## src/rtl/cs_pkg.sv

```systemverilog
// rtl/cs_pkg.sv - shared widths, sample/window types and max helper for cs_comparator_selector
package cs_pkg;

    localparam int DATA_W = 8;
    localparam int WIN    = 9;
    localparam int SUM_W  = 12;
    localparam int Y_W    = 10;
    localparam int YF_W   = 13;

    typedef logic [DATA_W-1:0] sample_t;
    typedef sample_t window_t [WIN];

    function automatic sample_t max2(input sample_t a, input sample_t b);
        return (a > b) ? a : b;
    endfunction

endpackage

```

## src/rtl/cs_appr_select.sv

```systemverilog
// rtl/cs_appr_select.sv - largest window sample not exceeding the average
module cs_appr_select
    import cs_pkg::*;
(
    input  window_t win,
    input  sample_t avg,
    output sample_t xappr
);

    sample_t masked [WIN];
    sample_t lvl1   [5];
    sample_t lvl2   [3];
    sample_t lvl3   [2];

    // Samples above the average are forced to zero; zero never wins over a
    // qualifying sample, and the window minimum always qualifies.
    always_comb begin
        for (int k = 0; k < WIN; k++) begin
            masked[k] = (win[k] <= avg) ? win[k] : '0;
        end
    end

    // Balanced max tree: 9 -> 5 -> 3 -> 2 -> 1.
    always_comb begin
        lvl1[0] = max2(masked[0], masked[1]);
        lvl1[1] = max2(masked[2], masked[3]);
        lvl1[2] = max2(masked[4], masked[5]);
        lvl1[3] = max2(masked[6], masked[7]);
        lvl1[4] = masked[8];
        lvl2[0] = max2(lvl1[0], lvl1[1]);
        lvl2[1] = max2(lvl1[2], lvl1[3]);
        lvl2[2] = lvl1[4];
        lvl3[0] = max2(lvl2[0], lvl2[1]);
        lvl3[1] = lvl2[2];
        xappr   = max2(lvl3[0], lvl3[1]);
    end

endmodule

```

## src/rtl/cs_comparator_selector.sv

```systemverilog
// rtl/cs_comparator_selector.sv - 9-sample sliding-window comparator/selector; CS_OUT_REG_EN registers Y
module cs_comparator_selector
    import cs_pkg::*;
(
    input  logic              clk,
    input  logic              reset,
    input  logic [DATA_W-1:0] X,
    output logic [Y_W-1:0]    Y
);

    window_t          win_q;
    window_t          win_d;
    logic [SUM_W-1:0] sum;
    sample_t          avg;
    sample_t          xappr;
    logic [YF_W-1:0]  y_full;
    logic [Y_W-1:0]   y_comb;

    // Next window: new sample enters slot 0, everything ages by one slot.
    always_comb begin
        win_d[0] = X;
        for (int k = 1; k < WIN; k++) begin
            win_d[k] = win_q[k-1];
        end
    end

    // Window shift register, cleared asynchronously so Y drops to 0 at once.
    always_ff @(posedge clk or negedge reset) begin
        if (!reset) begin
            win_q <= '{default: '0};
        end else begin
            win_q <= win_d;
        end
    end

    // Window sum and exact floor division by the window depth.
    always_comb begin
        sum = '0;
        for (int k = 0; k < WIN; k++) begin
            sum = sum + SUM_W'(win_q[k]);
        end
        avg = DATA_W'(sum / SUM_W'(WIN));
    end

    cs_appr_select u_appr_select (
        .win   (win_q),
        .avg   (avg),
        .xappr (xappr)
    );

    // Y = floor((sum + 9*Xappr) / 8); 9*Xappr built as (Xappr << 3) + Xappr.
    always_comb begin
        y_full = {1'b0, sum} + (YF_W'(xappr) << 3) + YF_W'(xappr);
        y_comb = y_full[YF_W-1:3];
    end

`ifdef CS_OUT_REG_EN
    logic [Y_W-1:0] y_q;
    logic [Y_W-1:0] y_d;

    // Output register input is simply the combinational result.
    always_comb begin
        y_d = y_comb;
    end

    // Output register adds one cycle of latency and clears with the window.
    always_ff @(posedge clk or negedge reset) begin
        if (!reset) begin
            y_q <= '0;
        end else begin
            y_q <= y_d;
        end
    end

    assign Y = y_q;
`else
    assign Y = y_comb;
`endif

endmodule

```

## config.mk

```make
export PLATFORM = sky130hd
export DESIGN_NAME = cs_comparator_selector
export DESIGN_NICKNAME = d
export VERILOG_FILES = /design/src/rtl/cs_pkg.sv /design/src/rtl/cs_appr_select.sv /design/src/rtl/cs_comparator_selector.sv
export SDC_FILE = /design/constraint.sdc
export NUM_CORES = 1
export LEC_CHECK = 0
export CAP_MARGIN = 30
export CORE_ASPECT_RATIO = 0.5
export CORE_MARGIN = 1
export CORE_UTILIZATION = 40
export CTS_CLUSTER_DIAMETER = 150
export DETAILED_ROUTE_END_ITERATION = 8
export PLACE_DENSITY = 0.66
export SYNTH_ARGS = -nofsm -noshare
export SYNTH_HDL_FRONTEND = slang
export SYNTH_SLANG_ARGS = --single-unit
```

## constraint.sdc

```tcl
create_clock -name clk -period 30.5 [get_ports clk]
set_input_delay 7.625 -clock clk [delete_from_list [all_inputs] [get_ports clk]]
set_output_delay 7.625 -clock clk [all_outputs]
set_load 0.01 [all_outputs]
```

==> run_results.csv <==
group,metric,value,unit
floorplanning,die_w,221,um
timing,tns,0,ns
finish,layout.nets,1334,
timing,final_period_minus_worst_setup_slack,28.96,ns
timing,skew,0.00618,ns
setup_path,worst_path_max_delay_cell,"sky130_fd_sc_hd__clkdlybuf4s50_1",
timing,worst_slew_pin_slew,1.13,ns
floorplanning,initial_utilization,0.415,
global_route,global_route.overflow_total,0,
setup_path,critPathBufInv,13,
cts,cts.reportedPaths.clkPinSlew,0.06,ns
floorplanning,fp.coreArea,23200,um^2
route,via_per_inst,5.61,
finish,multiInputGateArea,7130,um^2
cts,cts.path.max_buffers,2,
logic_synthesis,synth_async_sr_flop_share,1.00,
logic_synthesis,ys.flop_type,"sky130_fd_sc_hd__dfrtp_1",
finish,instances_no_fill,1415,
logic_synthesis,syn_area,9620,um^2
timing,hold_violations,0,
run,cap_violations,0,
setup_path,endpoint_kind,"primary output",
place,place.detailed.instances,1391,
route,wl,25600,um
setup_path,critPathRequiredTime,22.88,ns
floorplanning,die_h,112,um
worst_hold_path,hp-class,"reg -> reg",
logic_synthesis,yosys_register_bits,72,
status,run_status,"completed",
logic_synthesis,yosysSeqAreaShare,0.187,
logic_synthesis,largest_area_contributor_in_the_netlist,"sky130_fd_sc_hd__ha_1",
cts,clock_tree.root_cell,"sky130_fd_sc_hd__clkbuf_16",
timing,rsz0062_at_grt,"false",
logic_synthesis,synth.area.top_cells,"sky130_fd_sc_hd__ha_1 21%, sky130_fd_sc_hd__dfrtp_1 19%, sky130_fd_sc_hd__fa_1 12%, sky130_fd_sc_hd__inv_1 6.0%, sky130_fd_sc_hd__nand2_1 3.9%",
cts,cts.sinks,72,
route,detailedRoute.firstPassIterationCount,7,
route,total_number_of_vias,7932,
finish,final-seq-area,1800,um^2
route,wire_per_inst,18.1,um
place,placement.io_buffers,19,
global_route,number_of_antenna_violations_at_the_first_check_in_global_routing,0,
global_route,grt_start_max_net_pins,73,
timing,setup_viol,0,
timing,slew_viol_final,0,
global_route,global_route_wire_length_before_repair,41900,um
logic_synthesis,synth_edf_count,0,
route,drc,0,
global_route,total_routing_usage_reported_by_global_routing,0.216,
floorplanning,overall_die_area,24700,um^2
timing,timing.max_slew.rel_slack,0.246,
floorplanning,rows,39,
cts,tritoncts,"yes",
place,gp_routability_congestion,0.900,
timing,worst_setup_margin,1.54,ns
cts,worstSkewPairLatency,0.34,ns
setup_path,timing.critical_path.fanout_max,19,
setup_path,worst_path_largest_cell_delay,0.56,ns
global_route,first_global_vias,7938,
place,dpl.hpwl,21400,um
finish,area_growth_syn_to_layout,10.2,%
cts,holdBufCountCts,0,
logic_synthesis,synth_warnings,0,
setup_path,worst_path_arrival,21.33,ns
cts,cts-htree-levels,3,
cts,cts_made_buffers,9,
route,detailedRoute.firstIterationViolations,569,
floorplanning,boundary_pins,20,
place,post-place-ws,1.15,ns
finish,fill_cell_instance_count_of_the_final_layout,2219,
logic_synthesis,post_syn_area_per_cell,8.89,um^2
logic_synthesis,netlist_instances,1082,
logic_synthesis,syn_nets,1313,
route,detail-route-antenna-nets,0,
timing,post-route-period-util,0.949,
timing,max_freq,0.0345,GHz
setup_path,setup.worst_path.start_class,"register",
setup_path,cp_top_family,"compound AO/OA/AOI/OAI gates",
logic_synthesis,area_share_of_the_largest_cell_type_after_synthesis,0.211,
logic_synthesis,netlist-cell-type-count,91,
finish,layout-drive-gt1-share,0.0695,
setup_path,worst-setup-path-type,"reg -> out",
finish,diodes_inserted,0,
-- flip-flops by register name (all words and copies together) (netlist names) --
name	flops
win_d	64
win_q	8
-- cell usage after synthesis (6+ instances only) --
library cell,number
sky130_fd_sc_hd__and2_1,8
sky130_fd_sc_hd__nand2_1,100
sky130_fd_sc_hd__or3_1,10
sky130_fd_sc_hd__nor2_1,49
sky130_fd_sc_hd__xnor2_1,11
sky130_fd_sc_hd__fa_1,59
sky130_fd_sc_hd__a21o_1,39
sky130_fd_sc_hd__o21ai_0,46
sky130_fd_sc_hd__o22ai_1,7
sky130_fd_sc_hd__inv_1,155
sky130_fd_sc_hd__nand4_1,13
sky130_fd_sc_hd__nor3_1,15
sky130_fd_sc_hd__o21ai_1,6
sky130_fd_sc_hd__dfrtp_1,72
sky130_fd_sc_hd__nand3_1,45
sky130_fd_sc_hd__mux2i_1,25
sky130_fd_sc_hd__a211oi_1,11
sky130_fd_sc_hd__a21oi_1,43
sky130_fd_sc_hd__clkbuf_1,14
sky130_fd_sc_hd__o31ai_1,7
sky130_fd_sc_hd__ha_1,162
sky130_fd_sc_hd__nor2b_1,15
sky130_fd_sc_hd__and3_1,11
sky130_fd_sc_hd__nand2b_1,10
sky130_fd_sc_hd__o21a_1,31
sky130_fd_sc_hd__o211ai_1,9
-- repair_timing --
| item | CTS | global route |
|---|---|---|
| buffers inserted | 0 | 5 |
| gates resized for setup | 0 | 5 |
| endpoints found under the setup margin | 0 | 9 |
-- kinds of logic (layout without fill, tap and decap cells) --
logic type	Yosys count	count (layout)	share of synthesized area
xor gates and xnor gates	18	18	0.0208
DFF	72	72	0.187
AOI/OAI and AO/OA	260	260	0.197
muxes	31	31	0.0342
adders and majority gates	223	223	0.336
and+or+nand+nor	295	295	0.150
buffers and inverters	183	209	0.0754
-- layout make-up --
class / count / share of cell area
Clock buffer: 10 / 0.0225
Sequential cell: 72 / 0.170
Clock inverter: 6 / 0.0123
Timing Repair Buffer: 32 / 0.0286
Inverter: 161 / 0.0582
Multi-Input combinational cell: 827 / 0.672
Tap cell: 307 / 0.0362
-- cells in the final DEF (no fill, tap or decap), drive strengths merged, types with 3 or more instances in the layout --
cell type      netlist  final
nor2                49     49
o31ai                8      8
o21a                31     31
nor3                16     16
xnor2               13     13
clkbuf              14     10
clkinv               1      3
fa                  59     59
dfrtp               72     72
a22o                 4      4
o211a                3      3
ha                 162    162
or3                 11     11
a221o                3      3
and3                11     11
buf                  8     14
o21ai               56     56
o211ai              11     11
a211oi              13     13
clkdlybuf4s50        0     18
or2                  4      4
o21bai               5      5
nand4               13     13
a221oi               3      3
nand2              100    100
and2                 8      8
a41oi                4      4
mux2i               26     26
nand2b              10     10
a21o                39     39
mux2                 5      5
nand3               45     45
xor2                 3      3
o22ai                8      8
nor2b               16     16
inv                160    160
a21oi               45     45
bufinv               0      4
o2111ai              3      3
-- final timing paths --
path                            startpoint         to  slack, ns  depth (start not counted)
worst max-delay path             win_d[10]       Y[8]       1.54                         84
worst min-delay path              win_d[1]   win_q[1]       0.45                          0
worst max register to register   win_d[42]  win_d[34]      29.81                          0
worst min register to register    win_d[1]   win_q[1]       0.45                          0
max in group asynchronous            reset   win_d[9]      22.73                          2
min in group asynchronous            reset  win_d[63]       7.21                          1
-- layer usage --
metal  GRT usage  routed length [um]  up-vias
met1       0.290               12000     3865
met2       0.370               11800      182
met4      0.0583                 477        0
met3      0.0243                1310       35
met5           0                   0        -
li1            -                   -     3850
-- metrics by stage --
stage          instance area [um^2]  hold WS [ns]  utilization
6_report                      10600         0.446        0.457
4_1_cts                       10500         0.444        0.453
2_1_floorplan                  9620         0.399            -
3_3_place_gp                  10100         0.437        0.437
5_1_grt                       10600         0.467        0.457
3_5_place_dp                  10100         0.432        0.437
Power is left out: the tool's default activity adds up to more than one toggle a clock period on the data nets, which glitch-free logic cannot reach.
==> RTL edit: new RTL, same flow settings <==
Build with the macro `CS_OUT_REG_EN` defined.
--- a/src/rtl/cs_comparator_selector.sv
+++ b/src/rtl/cs_comparator_selector.sv
@@ -1,2 +1,4 @@
 // rtl/cs_comparator_selector.sv - 9-sample sliding-window comparator/selector; CS_OUT_REG_EN registers Y
+`define CS_OUT_REG_EN
+
 module cs_comparator_selector
Function: changed (a bounded check fails within 4 cycles, from zero or initial values and one cycle with reset low).
==> RTL edit against the unedited design <==
- sequential share of layout area increased by 2.1 points
- cell count increased by 2.5%
- critical path depth unchanged
- critical endpoint is now Y[8]
- synthesized area increased by 2.6%
- wire length decreased by 1.2%
- design area increased by 1.2%
- sequential cell count increased by 10
- synthesized cell count increased by 0.92%
- largest cell class unchanged
- worst setup slack improved by 8.0 ns
Power is not shown: default switching activity piles up to over one toggle a cycle in this logic, so the estimate is an artifact.
==> RTL edit: results (changes against the unedited design) <==
| Metric | Value |
|---|---|
| Max reg flops | 64 (unchanged) |
| M3 GR Usage | 3.92% (+1.5 points) |
| HP Class | reg2reg |
| Mapped Cells | 1092 (+0.92%) |
| Non-filler instance count after layout | 1451 (+2.5%) |
| Vias in the first global route | 8009 (+0.89%) |
| Clock Latency Late Sink | 0.36 ns (+0.02 ns) |
| Arrival @ worst endpoint | 21.21 ns (-0.12 ns) |
| Fin. max-slew vios | 0 (unchanged) |
| Final hold slack | 0.453 ns (+0.00775 ns) |
| Synth cell types | 91 (unchanged) |
| Crit path max-delay family | compound AO/OA/AOI/OAI gates |
| Placed Cells | 1433 (+3.0%) |
| Xor and xnor area share after synthesis | 2.03% (-0.053 points) |
| Sequential cell area fraction in the yosys report | 20.8% (+2.1 points) |
| Worst Path Max Fanout | 19 (unchanged) |
| TritonCTS buffer count | 9 (unchanged) |
| Yosys synthesis warning count | 0 (unchanged) |
| CP peak stage delay | 0.85 ns (+0.29 ns) |
| Met1 usage | 28.1% (-0.83 points) |
| Setup Buffers After CTS | 0 (unchanged) |
| GRT Total Usage | 21.1% (-0.47 points) |
| R2R setup slack | 9.56 ns (-20.25 ns) |
| Post-detail-place hpwl | 21200 µm (-0.82%) |
| Top cell type's share of synthesized area | 20.8% (-0.28 points) |
| Clk slew on worst S/H paths | about 0.070 ns |
| TritonRoute pass-1 iters | 4 (-3) |
| Clock skew | 0.0117 ns (+0.00557 ns) |
| Largest net degree at the start of global routing | 64 (-12%) |
| Fraction of layout cells with a size suffix above 1 | 6.19% (-0.76 points) |
| CTS max path bufs | 2 (unchanged) |
| GR Layer Usage met2 | 34.7% (-2.2 points) |
| # fillers | 2330 (+5.0%) |
| Top post-synthesis cells by area | dfrtp_1 21%, ha_1 21%, fa_1 12% |
| CP max stage cell | a22oi_1 |
| First-pass GRT wire length | 41400 µm (-1.3%) |
| GPL Wtd Cong | 0.934 (+3.8%) |
| Mux share of post-synthesis cell area | 3.33% (-0.087 points) |
| Status | completed |
| Final nets | 1341 (+0.52%) |
| Routed vias/inst | 5.44 (-3.0%) |
| WL final | 25300 µm (-1.2%) |
| Initial antenna violation count | 0 (unchanged) |
| Compound-Gate Fraction of Synth Area | 19.2% (-0.50 points) |
| Iteration-0 DRC Markers | 465 (-18%) |
| Slew HR | 29.1% (+4.5 points) |
| Top cells by count, synth | 162 x ha_1, 155 x inv_1, 100 x nand2_1 |
| Adder-cell share of the synthesized area | 32.7% (-0.85 points) |
==> RTL edit: logic make-up after synthesis <==
logic type      after synthesis
simple gates                295
compound gates              260
mux                          31
buf+inv                     183
fa+ha+maj                   223
flops                        82
xor+xnor                     18
==> RTL edit: through the flow <==
step                setup WS, ns  util [%]  area (µm²)
global route                7.93      44.5       10700
global placement            9.88      43.2       10400
finish                      9.56      44.5       10700
CTS                         9.24      44.4       10700
floorplan                  12.18         -        9870
detailed placement          9.32      43.3       10400
==> RTL edit: final cells by class <==
class                      count  area (µm²)  share of cell area [%]
sequential                    82        2050                    19.1
clock inverter                 4        33.8                   0.315
tap                          336         420                    3.92
timing repair buffer          29         260                    2.43
clock buffer                  12         246                    2.30
inverter                     161         617                    5.75
multi-input combinational    827        7100                    66.2
==> RTL edit: path summary, 6_finish.rpt <==
path,startpoint,cells past startpoint,end
hold reg to reg,win_d[16],0,win_d[8]
setup / recovery,win_q[6],84,Y[8]
setup reg to reg,win_q[6],84,Y[8]
max in group asynchronous,reset,2,win_d[34]
hold / removal,win_d[16],0,win_d[8]
min in group asynchronous,reset,1,Y[2]
==> RTL edit: routing by layer <==
metal / wire, µm / share of wire, %
met5: 0 / 0
met3: 1170 / 4.6
met2: 11700 / 46
met4: 664 / 2.6
met1: 11800 / 47
